==> src/rtl/player_pkg.sv <==
// rtl/player_pkg.sv - shared state type, widths and helpers for the player motion sequencer
package player_pkg;

  typedef enum logic [2:0] {
    IDLE    = 3'd0,
    ACTIVE  = 3'd1,
    HIT     = 3'd2,
    RECOVER = 3'd3,
    DEAD    = 3'd4
  } player_state_t;

  localparam int LIVES_W     = 3;
  localparam int FRAME_CNT_W = 8;

  // States in which the movement block must be frozen regardless of gamePause.
  function automatic logic state_freezes(input player_state_t s);
    return (s == IDLE) || (s == HIT) || (s == DEAD);
  endfunction

  function automatic logic state_moves(input player_state_t s);
    return (s == ACTIVE) || (s == RECOVER);
  endfunction

endpackage

==> src/rtl/key_arbiter.sv <==
// rtl/key_arbiter.sv - key edge detect and last-pressed-wins arbitration into active-low move strobes
module key_arbiter (
  input  logic clk,
  input  logic reset,
  input  logic enable,
  input  logic keyLeft,
  input  logic keyRight,
  output logic moveLeft,
  output logic moveRight
);

  logic r_left_d;
  logic r_right_d;
  logic r_last_right;
  logic w_rise_left;
  logic w_rise_right;
  logic w_want_left;
  logic w_want_right;

  assign w_rise_left  = keyLeft  & ~r_left_d;
  assign w_rise_right = keyRight & ~r_right_d;

  // Arbitrate on the delayed levels so a key takes effect one cycle after its edge is seen.
  assign w_want_left  = r_left_d  & (~r_right_d | ~r_last_right);
  assign w_want_right = r_right_d & (~r_left_d  |  r_last_right);

  always_ff @(posedge clk) begin
    if (reset) begin
      r_left_d     <= 1'b0;
      r_right_d    <= 1'b0;
      r_last_right <= 1'b0;
      moveLeft     <= 1'b1;
      moveRight    <= 1'b1;
    end else begin
      r_left_d  <= keyLeft;
      r_right_d <= keyRight;
      if (w_rise_right) begin
        r_last_right <= 1'b1;
      end else if (w_rise_left) begin
        r_last_right <= 1'b0;
      end
      moveLeft  <= ~(enable & w_want_left);
      moveRight <= ~(enable & w_want_right);
    end
  end

endmodule

==> src/rtl/player_motion_sequencer.sv <==
// rtl/player_motion_sequencer.sv - frame-synchronous hit/recover/lives sequencer driving the player movement block
module player_motion_sequencer
  import player_pkg::*;
#(
  parameter int INITIAL_LIVES = 3,
  parameter int HIT_FRAMES    = 15,
  parameter int INVULN_FRAMES = 60,
  parameter int BLINK_FRAMES  = 4
) (
  input  logic               clk,
  input  logic               reset,
  input  logic               startOfFrame,
  input  logic               keyLeft,
  input  logic               keyRight,
  input  logic               collision,
  input  logic               gamePause,
  input  logic               levelStart,
  output logic               moveLeft,
  output logic               moveRight,
  output logic               pause,
  output logic               visible,
  output logic               invincible,
  output logic [LIVES_W-1:0] lives,
  output logic               gameOver
);

  player_state_t          r_state;
  player_state_t          w_state_nxt;
  logic [FRAME_CNT_W-1:0] r_frame_cnt;
  logic [FRAME_CNT_W-1:0] r_blink_cnt;
  logic                   w_tick;
  logic                   w_hit;
  logic                   w_cnt_last;
  logic [LIVES_W-1:0]     w_lives_dec;

  assign w_tick      = startOfFrame & ~gamePause;
  assign w_hit       = collision & ~gamePause;
  assign w_cnt_last  = (r_frame_cnt <= FRAME_CNT_W'(1));
  assign w_lives_dec = (lives == '0) ? '0 : lives - 1'b1;

  always_comb begin
    w_state_nxt = r_state;
    if (levelStart) begin
      w_state_nxt = ACTIVE;
    end else begin
      case (r_state)
        ACTIVE:  if (w_hit) w_state_nxt = (w_lives_dec == '0) ? DEAD : HIT;
        HIT:     if (w_tick && w_cnt_last) w_state_nxt = RECOVER;
        RECOVER: if (w_tick && w_cnt_last) w_state_nxt = ACTIVE;
        IDLE, DEAD: w_state_nxt = r_state;
        default: w_state_nxt = IDLE;
      endcase
    end
  end

  // Outputs follow the next state so every output lands one cycle after its cause.
  always_ff @(posedge clk) begin
    if (reset) begin
      r_state     <= IDLE;
      r_frame_cnt <= '0;
      r_blink_cnt <= '0;
      lives       <= LIVES_W'(INITIAL_LIVES);
      pause       <= 1'b1;
      visible     <= 1'b1;
      invincible  <= 1'b0;
      gameOver    <= 1'b0;
    end else begin
      r_state    <= w_state_nxt;
      pause      <= gamePause | state_freezes(w_state_nxt);
      invincible <= (w_state_nxt == RECOVER);
      gameOver   <= (w_state_nxt == DEAD);
      if (levelStart) begin
        lives       <= LIVES_W'(INITIAL_LIVES);
        r_frame_cnt <= '0;
        r_blink_cnt <= '0;
        visible     <= 1'b1;
      end else begin
        case (r_state)
          ACTIVE: begin
            if (w_hit) begin
              lives       <= w_lives_dec;
              r_frame_cnt <= FRAME_CNT_W'(HIT_FRAMES);
            end
          end
          HIT: begin
            if (w_tick && w_cnt_last) begin
              r_frame_cnt <= FRAME_CNT_W'(INVULN_FRAMES);
              r_blink_cnt <= FRAME_CNT_W'(BLINK_FRAMES);
              visible     <= 1'b1;
            end else if (w_tick) begin
              r_frame_cnt <= r_frame_cnt - 1'b1;
            end
          end
          RECOVER: begin
            if (w_tick && w_cnt_last) begin
              r_frame_cnt <= '0;
              r_blink_cnt <= '0;
              visible     <= 1'b1;
            end else if (w_tick) begin
              r_frame_cnt <= r_frame_cnt - 1'b1;
              if (r_blink_cnt <= FRAME_CNT_W'(1)) begin
                r_blink_cnt <= FRAME_CNT_W'(BLINK_FRAMES);
                visible     <= ~visible;
              end else begin
                r_blink_cnt <= r_blink_cnt - 1'b1;
              end
            end
          end
          default: begin
          end
        endcase
      end
    end
  end

  key_arbiter u_key_arbiter (
    .clk       (clk),
    .reset     (reset),
    .enable    (state_moves(w_state_nxt)),
    .keyLeft   (keyLeft),
    .keyRight  (keyRight),
    .moveLeft  (moveLeft),
    .moveRight (moveRight)
  );

endmodule
==> config.mk <==
export PLATFORM = sky130hd
export DESIGN_NAME = player_motion_sequencer
export DESIGN_NICKNAME = d
export VERILOG_FILES = /design/src/rtl/player_pkg.sv /design/src/rtl/key_arbiter.sv /design/src/rtl/player_motion_sequencer.sv
export SDC_FILE = /design/constraint.sdc
export NUM_CORES = 1
export LEC_CHECK = 0
export ABC_AREA = 1
export CAP_MARGIN = 5
export CORE_ASPECT_RATIO = 0.6
export CORE_MARGIN = 2
export CORE_UTILIZATION = 25
export DETAILED_ROUTE_END_ITERATION = 6
export MAX_ROUTING_LAYER = met4
export PLACE_DENSITY = 0.51
export SLEW_MARGIN = 0
export SYNTH_ARGS = -nofsm -noshare
export SYNTH_HDL_FRONTEND = slang
export SYNTH_SLANG_ARGS = --single-unit
==> constraint.sdc <==
create_clock -name clk -period 1.9 [get_ports clk]
set_input_delay 0.19 -clock clk [delete_from_list [all_inputs] [get_ports clk]]
set_output_delay 0.19 -clock clk [all_outputs]
set_load 0.02 [all_outputs]
==> results of run 1 <==
[worst min-delay path by stage]
| stage | from | to | slack [ns] | cells past startpoint |
|---|---|---|---|---|
| floorplan | keyRight | u_key_arbiter.r_right_d$_SDFF_PP0_ | 0.30 | 2 |
| global placement | u_key_arbiter.r_left_d$_SDFF_PP0_ | u_key_arbiter.moveLeft$_SDFF_PP1_ | 0.42 | 1 |
| detailed placement | u_key_arbiter.r_left_d$_SDFF_PP0_ | u_key_arbiter.moveLeft$_SDFF_PP1_ | 0.41 | 1 |
| CTS | u_key_arbiter.r_left_d$_SDFF_PP0_ | u_key_arbiter.moveLeft$_SDFF_PP1_ | 0.42 | 1 |
| global route | u_key_arbiter.r_left_d$_SDFF_PP0_ | u_key_arbiter.moveLeft$_SDFF_PP1_ | 0.45 | 1 |
| finish | u_key_arbiter.r_left_d$_SDFF_PP0_ | u_key_arbiter.moveLeft$_SDFF_PP1_ | 0.42 | 1 |
[sequential cells by signal, summed over array words and instances (netlist names)]
name                        cells
r_blink_cnt                     8
r_frame_cnt                     8
lives                           3
r_state                         3
gameOver                        1
invincible                      1
pause                           1
u_key_arbiter.moveLeft          1
u_key_arbiter.moveRight         1
u_key_arbiter.r_last_right      1
u_key_arbiter.r_left_d          1
u_key_arbiter.r_right_d         1
visible                         1
[layer usage]
metal  part of all wire, %  vias up
li1                      -      845
met1                    59      701
met2                    35       31
met3                   4.9        4
met4                  0.64        0
met5                     0        -
[power groups by stage]
stage / combinational (mW) / clock, mW / sequential, mW
after CTS: 0.168 / 0.784 / 0.675
after detailed placement: 0.166 / 0 / 0.688
after global routing: 0.188 / 0.803 / 0.676
final: 0.169 / 0.762 / 0.675
after floorplan: 0.103 / 0 / 0.691
after global placement: 0.168 / 0 / 0.688
[cells in the final DEF (no fill, tap or decap), drive strengths merged, types with 7 or more instances in the layout]
cell type      synthesis  routed
o21ai                 14      14
a21oi                 15      15
nand4                  7       7
nand2                 54      54
dfxtp                 31      31
nor2                  38      38
clkbuf                 0       7
nand3                 22      22
inv                   44      44
clkdlybuf4s50          0      16
[Yosys cell counts]
library cell  number
nand2_1           49
inv_1             40
nor2_1            33
dfxtp_1           31
nand3_1           19
a21oi_1           14
o21ai_0           12
nand4_1            7
ha_1               6
nor3_1             4
inv_2              3
nand2_2            3
nor2_2             3
a31oi_1            2
nand2_4            2
nand3_2            2
a211oi_1           1
a21boi_0           1
a21oi_4            1
buf_12             1
buf_2              1
inv_6              1
nand3_4            1
nor2_4             1
nor2_8             1
nor3b_1            1
nor4_1             1
o2111ai_1          1
o21ai_1            1
o21ai_2            1
o22ai_1            1
or2_2              1
xor2_1             1
xor2_2             1
[cells by family (layout without fill, tap and decap cells)]
logic type	after synthesis	in the layout	share of synthesized area, %
flops	31	31	35.79
xor+xnor	2	2	1.443
simple gates	128	128	35.50
fa+ha+maj	6	6	4.329
buf+inv	46	71	11.25
compound gates	35	35	11.69
[cell type report]
type | count | share of cell area, %
Clock buffer | 7 | 6.202
Clock inverter | 1 | 0.2341
Inverter | 44 | 7.958
Multi-Input combinational cell | 171 | 42.95
Sequential cell | 31 | 29.02
Tap cell | 87 | 5.091
Timing Repair Buffer | 19 | 8.543
==> results.json, run 1 <==
{
  "rsz0062_at_grt": "no",
  "wl_per_cell_um": 11.23,
  "firstDrtPassIters": 4,
  "skew_ns": 0.001992,
  "io_pins": 17,
  "rr_worst_depth": 9,
  "path_class": "flop to flop",
  "ctsResizeCount": 0,
  "p_per_area_mw_per_mm2": 751.0,
  "slowest_delay_ns": 0.38,
  "synthCells": 248,
  "cts-root-buf": "clkbuf_16",
  "nFillCells": 747,
  "finalHoldViolCount": 0,
  "cp.depth": 9,
  "die_x_um": 111.5,
  "drv_cap": 0,
  "worst-r2r-setup-slack_ns": 0.24,
  "total_power_mw": 1.606,
  "grtUsageMet3_pct": 2.885,
  "pre_cts_slack_ns": 0.1856,
  "netSwitchingFraction_pct": 24.54,
  "gp_congestion": 0.8158,
  "p_leak_nw": 0.9093,
  "placed_area_sq_mm": 0.002001,
  "placementRows": 23,
  "comb_power_share_pct": 10.5,
  "synthTopCellsByArea": "dfxtp_1 36%, nand2_1 11%, inv_1 8.7%",
  "synth.avg_cell_area_sq_um": 6.993,
  "ctsHoldBuffers": 0,
  "portBuffers": 16,
  "overflow": 0,
  "crit_required_ns": 2.10,
  "finalWirelength_mm": 4.044,
  "insertion_delay_ns": 0.27,
  "path_max_fanout": 4,
  "ant_nets": 0,
  "clock_power_share_pct": 47.5,
  "multi_input_area_sq_um": 918.4,
  "synth_cell_types": 34,
  "synth_top_area_share_pct": 35.79,
  "clock_path_buffers": 2,
  "status": "complete, no violations",
  "die_y_um": 68.52,
  "drt_iter0_markers": 60,
  "final_nets": 286,
  "post-dp-hpwl_mm": 3.038,
  "synth.yosys.seq_area_share_pct": 35.79,
  "seqPwrFrac_pct": 42.0,
  "hold_class": "flop to flop",
  "post_drt_via_cell_ratio": 4.392,
  "grt_first_pass_wirelength_mm": 6.955,
  "syn_nets": 262,
  "crit_end": "r_frame_cnt[6]$_SDFFE_PP0P_",
  "setup_viol": 0,
  "worstReg2RegEnd": "r_frame_cnt[6]$_SDFFE_PP0P_",
  "ys_ff_latch": 31,
  "placedCellCount": 352,
  "period_share_pct": 87.45,
  "htree_levels": 2,
  "fin_ws_ns": 0.2385,
  "grtUsageMet1_pct": 17.50,
  "peakVddDrop_mv": 0.2776,
  "crit_family": "simple AND/OR/NAND/NOR gates",
  "fin_setup_tns_ns": 0,
  "cp-start-kind": "flop",
  "path_clk_slew_ns": 0.05,
  "track_usage_pct": 11.65,
  "diodes": 0,
  "ys.warnings.count": 0,
  "worstPathArrival_ns": 1.86,
  "die-area_sq_mm": 0.007641,
  "max_slew_margin_pct": 71.31,
  "cp-end-kind": "flop",
  "numCtsBuffers": 5,
  "fin_crit_ns": 1.662,
  "syn_to_final_growth_pct": 23.30,
  "worstMarginPinSlew_ns": 0.4258,
  "cts_tree": "yes",
  "cpMaxStageDelayCell": "dfxtp_1",
  "syn_area_sq_mm": 0.001734,
  "drc_errors": 0,
  "power.switching_mw": 0.3941,
  "instances_no_fill": 360,
  "post-route-util_pct": 31.89,
  "grt_use_met2_pct": 15.47,
  "clock_sinks": 31,
  "vias": 1581,
  "fin_area_sq_mm": 0.002138,
  "startpoint": "r_frame_cnt[0]$_SDFFE_PP0P_",
  "max_freq_mhz": 601.9,
  "drv_slew": 0,
  "drive_gt1_share_pct": 10.99,
  "whs_ns": 0.4177,
  "start_util_pct": 25.86,
  "core-area_sq_mm": 0.006705,
  "reg2reg_from": "r_frame_cnt[0]$_SDFFE_PP0P_",
  "postCtsSetupBuffers": 0,
  "grt_pass1_vias": 1418,
  "register_area_sq_um": 620.6,
  "p_int_mw": 1.212,
  "antenna_found_initial": 0,
  "busiest_layer": "met1",
  "grt_start_max_net_pins": 17,
  "yosysTopAreaCell": "dfxtp_1",
  "cp.buffers_inverters": 2,
  "path_cells": "inv_1 > ha_1 > inv_1 > nand2_1 > nand3_1 > nor2_4 > o21ai_0 > nand2_1 > nor3b_1"
}
Note: power is estimated with default switching activity, not from simulation.
==> run 2: changes to the inputs <==
Settings changed: REMOVE_ABC_BUFFERS set to 1.
==> run 2 against run 1 <==
Effect of this change:
- combinational power hardly changed
- clock skew is 0.0015 ns higher
- non-clock buffer count is 2 higher
- first-iteration DRC count is 28% higher
- critical path type unchanged
- utilization is 0.76 points higher
- final area is 2.4% higher
- register-to-register slack hardly changed
- clock power is 23% higher
- flip-flop and latch count stayed put
- sequential share of layout area is 0.68 points lower
==> results.json, run 2 (synthesis results as in run 1) <==
{
  "worstPathArrival_ns": 1.87,
  "finalWirelength_mm": 3.998,
  "drt_iter0_markers": 77,
  "skew_ns": 0.003520,
  "reg2reg_from": "r_frame_cnt[0]$_SDFFE_PP0P_",
  "antenna_found_initial": 0,
  "multi_input_area_sq_um": 918.4,
  "start_util_pct": 25.86,
  "grt_start_max_net_pins": 17,
  "postCtsSetupBuffers": 0,
  "final_nets": 288,
  "die_y_um": 68.52,
  "path_max_fanout": 16,
  "post_drt_via_cell_ratio": 4.293,
  "finalHoldViolCount": 0,
  "cts_tree": "yes",
  "grt_pass1_vias": 1470,
  "ctsHoldBuffers": 0,
  "whs_ns": 0.4260,
  "grt_first_pass_wirelength_mm": 6.948,
  "p_per_area_mw_per_mm2": 812.6,
  "drc_errors": 0,
  "cp-start-kind": "flop",
  "setup_viol": 0,
  "core-area_sq_mm": 0.006705,
  "nFillCells": 735,
  "drv_slew": 0,
  "slowest_delay_ns": 0.38,
  "cts-root-buf": "clkbuf_16",
  "cp.buffers_inverters": 3,
  "placementRows": 23,
  "max_slew_margin_pct": 73.78,
  "startpoint": "r_frame_cnt[0]$_SDFFE_PP0P_",
  "io_pins": 17,
  "hold_path_end": "u_key_arbiter.moveLeft$_SDFF_PP1_",
  "path_class": "flop to flop",
  "vias": 1554,
  "total_power_mw": 1.779,
  "crit_required_ns": 2.11,
  "htree_levels": 2,
  "clock_path_buffers": 2,
  "worstReg2RegEnd": "r_blink_cnt[7]$_SDFFE_PP0P_",
  "insertion_delay_ns": 0.27,
  "status": "complete, no violations",
  "path_clk_slew_ns": 0.05,
  "post-dp-hpwl_mm": 3.024,
  "portBuffers": 16,
  "max_freq_mhz": 602.5,
  "path_cells": "inv_1 > ha_1 > inv_1 > nand2_1 > nand3_1 > nor2_4 > nand2_2 > nand2_4 > a21oi_4 > inv_2 > nor2_1",
  "wl_per_cell_um": 11.04,
  "firstDrtPassIters": 4,
  "overflow": 0,
  "crit_family": "simple AND/OR/NAND/NOR gates",
  "drv_cap": 0,
  "syn_to_final_growth_pct": 26.26,
  "die-area_sq_mm": 0.007641,
  "top_regs": "r_blink_cnt x8, r_frame_cnt x8",
  "ctsResizeCount": 0,
  "min_path_cells": 1,
  "cp-end-kind": "flop",
  "rr_worst_depth": 11,
  "clock_sinks": 31,
  "peakVddDrop_mv": 0.3309,
  "hold_class": "flop to flop",
  "rsz0062_at_grt": "no",
  "numCtsBuffers": 5,
  "worstMarginPinSlew_ns": 0.3897,
  "period_share_pct": 87.35,
  "worst-r2r-setup-slack_ns": 0.24,
  "cpMaxStageDelayCell": "dfxtp_1",
  "ant_nets": 0,
  "fin_setup_tns_ns": 0,
  "final_cell_mix": "49 x nand2_1, 40 x inv_1, 33 x nor2_1",
  "crit_path_frequent_cell": "inv_1",
  "register_area_sq_um": 620.6,
  "final_common_cell": "nand2_1",
  "gp_congestion": 0.8079,
  "drive_gt1_share_pct": 12.36,
  "die_x_um": 111.5,
  "track_usage_pct": 11.94,
  "fin_crit_ns": 1.660,
  "min-delay-start": "u_key_arbiter.r_left_d$_SDFF_PP0_",
  "diodes": 0,
  "p_leak_nw": 0.9388,
  "post-route-util_pct": 32.66
}
run 2: power breakdown:
| part | internal [mW] | switching (mW) | total, mW | leakage [nW] |
|---|---|---|---|---|
| sequential | 0.665 | 0.0103 | 0.675 | 0.252 |
| clock | 0.651 | 0.285 | 0.937 | 0.0868 |
| combinational | 0.0656 | 0.102 | 0.168 | 0.600 |
| total | 1.38 | 0.398 | 1.78 | 0.939 |
run 2: metal layers:
layer	global-route usage (%)	share of wire, %	vias up
met1	17.74	57	678
met5	-	0	-
li1	-	-	842
met2	15.63	37	32
met3	3.059	5.8	2
met4	3.241	0.43	0
run 2: how the worst max path moves through the flow:
stage / to / slack [ns] / cells past startpoint
after floorplan: r_blink_cnt[7]$_SDFFE_PP0P_ / 0.49 / 11
after global placement: r_blink_cnt[7]$_SDFFE_PP0P_ / 0.18 / 11
after detailed placement: r_blink_cnt[3]$_SDFFE_PP0P_ / 0.14 / 12
after CTS: r_blink_cnt[7]$_SDFFE_PP0P_ / 0.20 / 11
after global routing: r_blink_cnt[3]$_SDFFE_PP0P_ / 0.04 / 12
final: r_blink_cnt[7]$_SDFFE_PP0P_ / 0.24 / 11
run 2: through the flow:
stage	std cells	cell area [sq um]	setup slack, ns
after floorplan	246	1709	0.4946
after global placement	354	2016	0.1809
after detailed placement	354	2016	0.1364
after CTS	362	2190	0.2002
after global routing	362	2190	0.03648
final	362	2190	0.2404
run 2: cell type report:
class / count / share of cell area (%)
multi-input combinational: 171 / 41.94
sequential: 31 / 28.34
timing repair buffer: 21 / 9.029
inverter: 44 / 7.771
clock buffer: 6 / 6.343
tap: 87 / 4.971
clock inverter: 2 / 1.600
==> run 3: changes to the inputs <==
Settings changed: CAP_MARGIN 5 to 20.
==> results of run 3 <==
The final DEF is identical to that of run 2; final timing and power are the same.
==> variant 1 (settings of run 2) <==
Set the package constant `LIVES_W` to 6 (it was 3).
--- a/src/rtl/player_pkg.sv
+++ b/src/rtl/player_pkg.sv
@@ -9,7 +9,7 @@
     DEAD    = 3'd4
   } player_state_t;
 
-  localparam int LIVES_W     = 3;
+  localparam int LIVES_W     = 6;
   localparam int FRAME_CNT_W = 8;
 
   // States in which the movement block must be frozen regardless of gamePause.
Interface: changed (resized lives); port bits go from 17 to 20. The function was not compared with the original's and may differ.
==> variant 1 against run 2 <==
  * Maximum frequency decreased by 3.1%
  * Sequential cell count increased by 3
  * Sequential share of layout area increased by 0.51 points
  * Worst setup slack got worse by 53 ps
  * Cell area increased by 7.9%
  * Total power increased by 2.6%
  * Synthesized area increased by 6.2%
  * Routed wire length increased by 4.3%
  * Combinational power decreased by 7%
  * Worst hold slack improved by 28 ps
  * Critical path type unchanged
  * Largest power group unchanged
  * Highest routed layer unchanged
==> variant 1: results (changes against run 2) <==
status:
  status: "finished clean"  # unchanged
worst_setup_path:
  reg2reg_from: "lives[0]"  # was r_frame_cnt[0]
  reg2reg_slack_ps: 190  # was 240 ps
  r2r_cells: 7  # was 11
  crit_arrival_ps: 1940  # was 1870 ps
  regToRegEndpoint: "gameOver"  # was r_blink_cnt[7]
  cp_max_fo: 7  # was 16
place:
  place.gp.congestion: 0.875  # was 0.808
  place_ws_ps: 14.3  # was 136 ps
  portBuffers: 19  # was 16
  dp_hpwl_um: 3190  # was 3020 um
min_path:
  hp-class: "in2reg"  # was reg2reg
  hold_path_end: "u_key_arbiter.r_left_d"  # was u_key_arbiter.moveLeft
  holdPathStages: 3  # was 1
  hold_path_startpoint: "keyLeft"  # was u_key_arbiter.r_left_d
route:
  first_pass_iters: 4  # unchanged
  drtIter0Drc: 72  # was 77
  wire_per_inst_um: 11.0  # about the same
  via_count: 1616  # was 1554
sta:
  whs_ps: 454  # was 426 ps
  finalClockSkew_ps: 7.04  # was 3.52 ps
  max-slew-margin-rel_pct: 68.0  # was 73.8%
synthesis:
  netlist_top_cells_count: "50 x nand2_1, 39 x inv_1, 34 x dfxtp_1"  # was 49 x nand2_1, 40 x inv_1, 33 x nor2_1
  synth_xor_area_share_pct: 2.38  # was 1.44%
  yosys_warnings: 0  # unchanged
  synth_fa_ha_area_share_pct: 3.40  # was 4.33%
  synth_compound_gate_area_share_pct: 14.7  # was 11.7%
  yosysUniqueCellTypes: 33  # was 34
  synth_mux_area_share_pct: 0  # unchanged
  ys_seq_area_share_pct: 37.0  # was 35.8%
  synthTopCellsByArea: "dfxtp_1 37%, nand2_1 10%, inv_1 7.9%"  # was dfxtp_1 36%, nand2_1 11%, inv_1 8.7%
global_routing:
  antenna_found_initial: 0  # unchanged
  grt_pass1_wl_um: 7340  # was 6950 um
  grt_max_degree: 17  # unchanged
  grt_pass1_vias: 1513  # was 1470
  track_usage_pct: 12.1  # was 11.9%
clock_network:
  post_cts_buffers: 0  # unchanged
  root_buffer: "clkbuf_16"  # unchanged
  worstSkewPairLatency_ps: 280
  numCtsBuffers: 5  # unchanged
layout:
  nNetsFinal: 301  # was 288
  final_layout_size_suffix_gt1_share_pct: 11.8  # was 12.4%
  reg.largest.list: "r_blink_cnt (8), r_frame_cnt (8), lives (6)"  # was r_blink_cnt (8), r_frame_cnt (8)
  antenna_cells: 0  # unchanged
power:
  cellLeakagePower_nw: 0.965  # was 0.939 nW
  ir_worst_vdd_mv: 0.299  # was 0.331 mV
==> variant 1: report_power, final <==
| group | internal, mW | switching, mW | total, mW |
|---|---|---|---|
| Sequential | 0.728 | 0.0112 | 0.739 |
| Combinational | 0.0668 | 0.0903 | 0.157 |
| Clock | 0.618 | 0.312 | 0.929 |
| Total | 1.41 | 0.413 | 1.83 |
==> variant 1: stage by stage <==
| stage | util, % | cell area (um^2) | power (mW) | cells |
|---|---|---|---|---|
| 2_1_floorplan | - | 1810 | 0.846 | 256 |
| 3_3_place_gp | 30.3 | 2190 | 0.913 | 372 |
| 3_5_place_dp | 30.3 | 2190 | 0.911 | 372 |
| 4_1_cts | 32.7 | 2360 | 1.85 | 380 |
| 5_1_grt | 32.8 | 2360 | 1.90 | 380 |
| 6_report | 32.8 | 2360 | 1.83 | 380 |
==> variant 1: final cells by class <==
cell class                 instances  area (um^2)
sequential                        34          682
tap                               91          114
timing repair buffer              25          260
clock buffer                       5          125
multi-input combinational        181          983
inverter                          41          154
clock inverter                     3         45.0
fill                             767         4840
==> variant 1: worst max-delay path, cell delays in order (launching register included) <==
cell and delay, ps:
dfxtp_1 310, inv_1 170, ha_2 280, nand3_1 180, o21ai_0 140, nand3_1 160, nor3_1 260, o21a_1 150
==> variant 1: worst max-delay path by stage <==
stage / to / startpoint / slack [ps]
after floorplan: invincible / lives[0] / 390
after global placement: r_blink_cnt[3] / startOfFrame / 40
after detailed placement: r_frame_cnt[7] / gamePause / 10
after CTS: r_blink_cnt[0] / r_frame_cnt[0] / 130
after global routing: gameOver / lives[0] / -2
final: gameOver / lives[0] / 190
==> variant 1: per-layer routing <==
metal,vias to the layer above,global-route usage (%),wire length [um]
met5,-,-,0
met4,0,4.42,47
met1,680,19.1,2530
met3,5,3.56,204
met2,34,13.5,1390
li1,897,-,-
==> variant 2 (config.mk and constraints of run 2) <==
Made on the original files. Add an input register stage for `startOfFrame`, `keyLeft`, `keyRight`, `collision`, `gamePause` and `levelStart`, cleared by the reset; this delays them by one clock.
--- a/src/rtl/player_motion_sequencer.sv
+++ b/src/rtl/player_motion_sequencer.sv
@@ -24,6 +24,31 @@
   output logic               gameOver
 );
 
+  logic startOfFrame_q;
+  logic keyLeft_q;
+  logic keyRight_q;
+  logic collision_q;
+  logic gamePause_q;
+  logic levelStart_q;
+
+  always_ff @(posedge clk) begin
+    if (reset) begin
+      startOfFrame_q <= '0;
+      keyLeft_q      <= '0;
+      keyRight_q     <= '0;
+      collision_q    <= '0;
+      gamePause_q    <= '0;
+      levelStart_q   <= '0;
+    end else begin
+      startOfFrame_q <= startOfFrame;
+      keyLeft_q      <= keyLeft;
+      keyRight_q     <= keyRight;
+      collision_q    <= collision;
+      gamePause_q    <= gamePause;
+      levelStart_q   <= levelStart;
+    end
+  end
+
   player_state_t          r_state;
   player_state_t          w_state_nxt;
   logic [FRAME_CNT_W-1:0] r_frame_cnt;
@@ -33,14 +58,14 @@
   logic                   w_cnt_last;
   logic [LIVES_W-1:0]     w_lives_dec;
 
-  assign w_tick      = startOfFrame & ~gamePause;
-  assign w_hit       = collision & ~gamePause;
+  assign w_tick      = startOfFrame_q & ~gamePause_q;
+  assign w_hit       = collision_q & ~gamePause_q;
   assign w_cnt_last  = (r_frame_cnt <= FRAME_CNT_W'(1));
   assign w_lives_dec = (lives == '0) ? '0 : lives - 1'b1;
 
   always_comb begin
     w_state_nxt = r_state;
-    if (levelStart) begin
+    if (levelStart_q) begin
       w_state_nxt = ACTIVE;
     end else begin
       case (r_state)
@@ -66,10 +91,10 @@
       gameOver    <= 1'b0;
     end else begin
       r_state    <= w_state_nxt;
-      pause      <= gamePause | state_freezes(w_state_nxt);
+      pause      <= gamePause_q | state_freezes(w_state_nxt);
       invincible <= (w_state_nxt == RECOVER);
       gameOver   <= (w_state_nxt == DEAD);
-      if (levelStart) begin
+      if (levelStart_q) begin
         lives       <= LIVES_W'(INITIAL_LIVES);
         r_frame_cnt <= '0;
         r_blink_cnt <= '0;
@@ -117,8 +142,8 @@
     .clk       (clk),
     .reset     (reset),
     .enable    (state_moves(w_state_nxt)),
-    .keyLeft   (keyLeft),
-    .keyRight  (keyRight),
+    .keyLeft   (keyLeft_q),
+    .keyRight  (keyRight_q),
     .moveLeft  (moveLeft),
     .moveRight (moveRight)
   );
Check against the original RTL: not equivalent (Yosys sat finds a counterexample within 4 cycles, from zero or initial values and one cycle with reset high).
==> variant 2 against run 2 <==
  * Cell area is 2.4% higher
  * Global-route usage is 1.5 points lower
  * Sequential cell count is 6 higher
  * Total power is 1.8% higher
  * Synthesized area is 5.5% higher
  * Routed wire length is 4.5% lower
  * Maximum frequency is 1.1% lower
  * Worst setup slack worse by 19 ps
==> variant 2: results (changes against run 2) <==
layout:
  final_layout_size_suffix_gt1_share_pct: 10.3  # was 12.4%
  multi_input_area_share_pct: 40.1  # was 41.9%
  seq_cell_count: 37  # was 31
  fin_util_pct: 31.2  # was 32.7%
  multi_input_gates: 175  # was 171
  fill_cells: 777  # was 735
  clockNetworkAreaShare_pct: 6.58  # was 7.94%
  buffers: 18  # was 21
  nNetsFinal: 295  # was 288
  buffer_area_share_pct: 7.81  # was 9.03%
  sh_seq_area_pct: 33.0  # was 28.3%
  fin_cells: 373  # was 362
power:
  ir_worst_vdd_mv: 0.284  # was 0.331 mV
  switchingPower_mw: 0.460  # was 0.398 mW
  cellLeakagePower_nw: 0.970  # was 0.939 nW
  p_seq_share_pct: 45.0  # was 37.9%
clock_network:
  clk_pin_slew_ps: 60
  cts_repair_resize_count: 0  # unchanged
  worstSkewPairLatency_ps: 290  # was 270 ps
route:
  wire_per_inst_um: 10.2  # was 11.0 um
  drt-met1-wl_um: 2260  # was 2290 um
  wl_met2_um: 1220  # was 1460 um
  drtIter0Drc: 137  # was 77
  dr_wl_met3_um: 278  # was 231 um
sta:
  whs_ps: 415  # was 426 ps
  tightestPinTransition_ps: 298  # was 390 ps
  finalClockSkew_ps: 6.20  # was 3.52 ps
  fmax_mhz: 596  # was 603 MHz
synthesis:
  netlist_top_cells_count: "53 x nand2_1, 41 x inv_1, 37 x dfxtp_1"  # was 49 x nand2_1, 40 x inv_1, 33 x nor2_1
  yosysUniqueCellTypes: 33  # was 34
  synth_cells: 258  # was 248
  synth_fa_ha_area_share_pct: 4.10  # was 4.33%
  synth_compound_gate_area_share_pct: 10.7  # was 11.7%
  synth_xor_area_share_pct: 1.44  # about the same
  synthTopCellsByArea: "dfxtp_1 40%, nand2_1 11%, inv_1 8.4%"  # was dfxtp_1 36%, nand2_1 11%, inv_1 8.7%
  ys_seq_area_share_pct: 40.5  # was 35.8%
place:
  place.gp.congestion: 0.880  # was 0.808
  place_ws_ps: 251  # was 136 ps
  dp_hpwl_um: 2970  # was 3020 um
  postPlaceCellArea_um2: 2090  # was 2020 um^2
worst_setup_path:
  critPathMaxStageDelay_ps: 330  # was 380 ps
  reg2reg_slack_ps: 220  # was 240 ps
  crit_arrival_ps: 1850  # was 1870 ps
  cp_max_fo: 17  # was 16
die:
  core_um2: 7180  # was 6710 um^2
global_routing:
  use_met2_pct: 11.1  # was 15.6%
  antenna_found_initial: 0  # unchanged
  use_met3_pct: 3.91  # was 3.06%
  grt_max_degree: 18  # was 17
  grt_util_met1_pct: 16.3  # was 17.7%
  grt_pass1_vias: 1275  # was 1470
  track_usage_pct: 10.4  # was 11.9%
  grt_pass1_wl_um: 6200  # was 6950 um
min_path:
  hp-class: "in2reg"  # was reg2reg
status:
  status: "finished clean"  # unchanged
[variant 2: changes by cell type in the layout (fill, tap and decap cells not counted), moves of 3 or more]
cell | run 2 | this run
a21oi_1 | 14 | 10
dfxtp_1 | 31 | 37
nor3_1 | 4 | 1
nand4_1 | 7 | 4
buf_4 | 5 | 2
nor2_1 | 33 | 36
nand2_1 | 49 | 53
[variant 2: worst paths after layout]
path / startpoint / to / depth (start not counted)
setup / recovery: r_frame_cnt[1] / r_blink_cnt[7] / 9
hold / removal: levelStart / levelStart_q / 3
setup reg to reg: r_frame_cnt[1] / r_blink_cnt[7] / 9
hold reg to reg: u_key_arbiter.r_left_d / u_key_arbiter.moveLeft / 1
[variant 2: worst register-to-register path, delay by kind of cell (launching register included)]
kind | cells | cell delay [ps]
adders and majority gates | 1 | 190
and+or+nand+nor | 6 | 870
buffers and inverters | 1 | 100
AOI/OAI and AO/OA | 1 | 90
DFF | 1 | 330
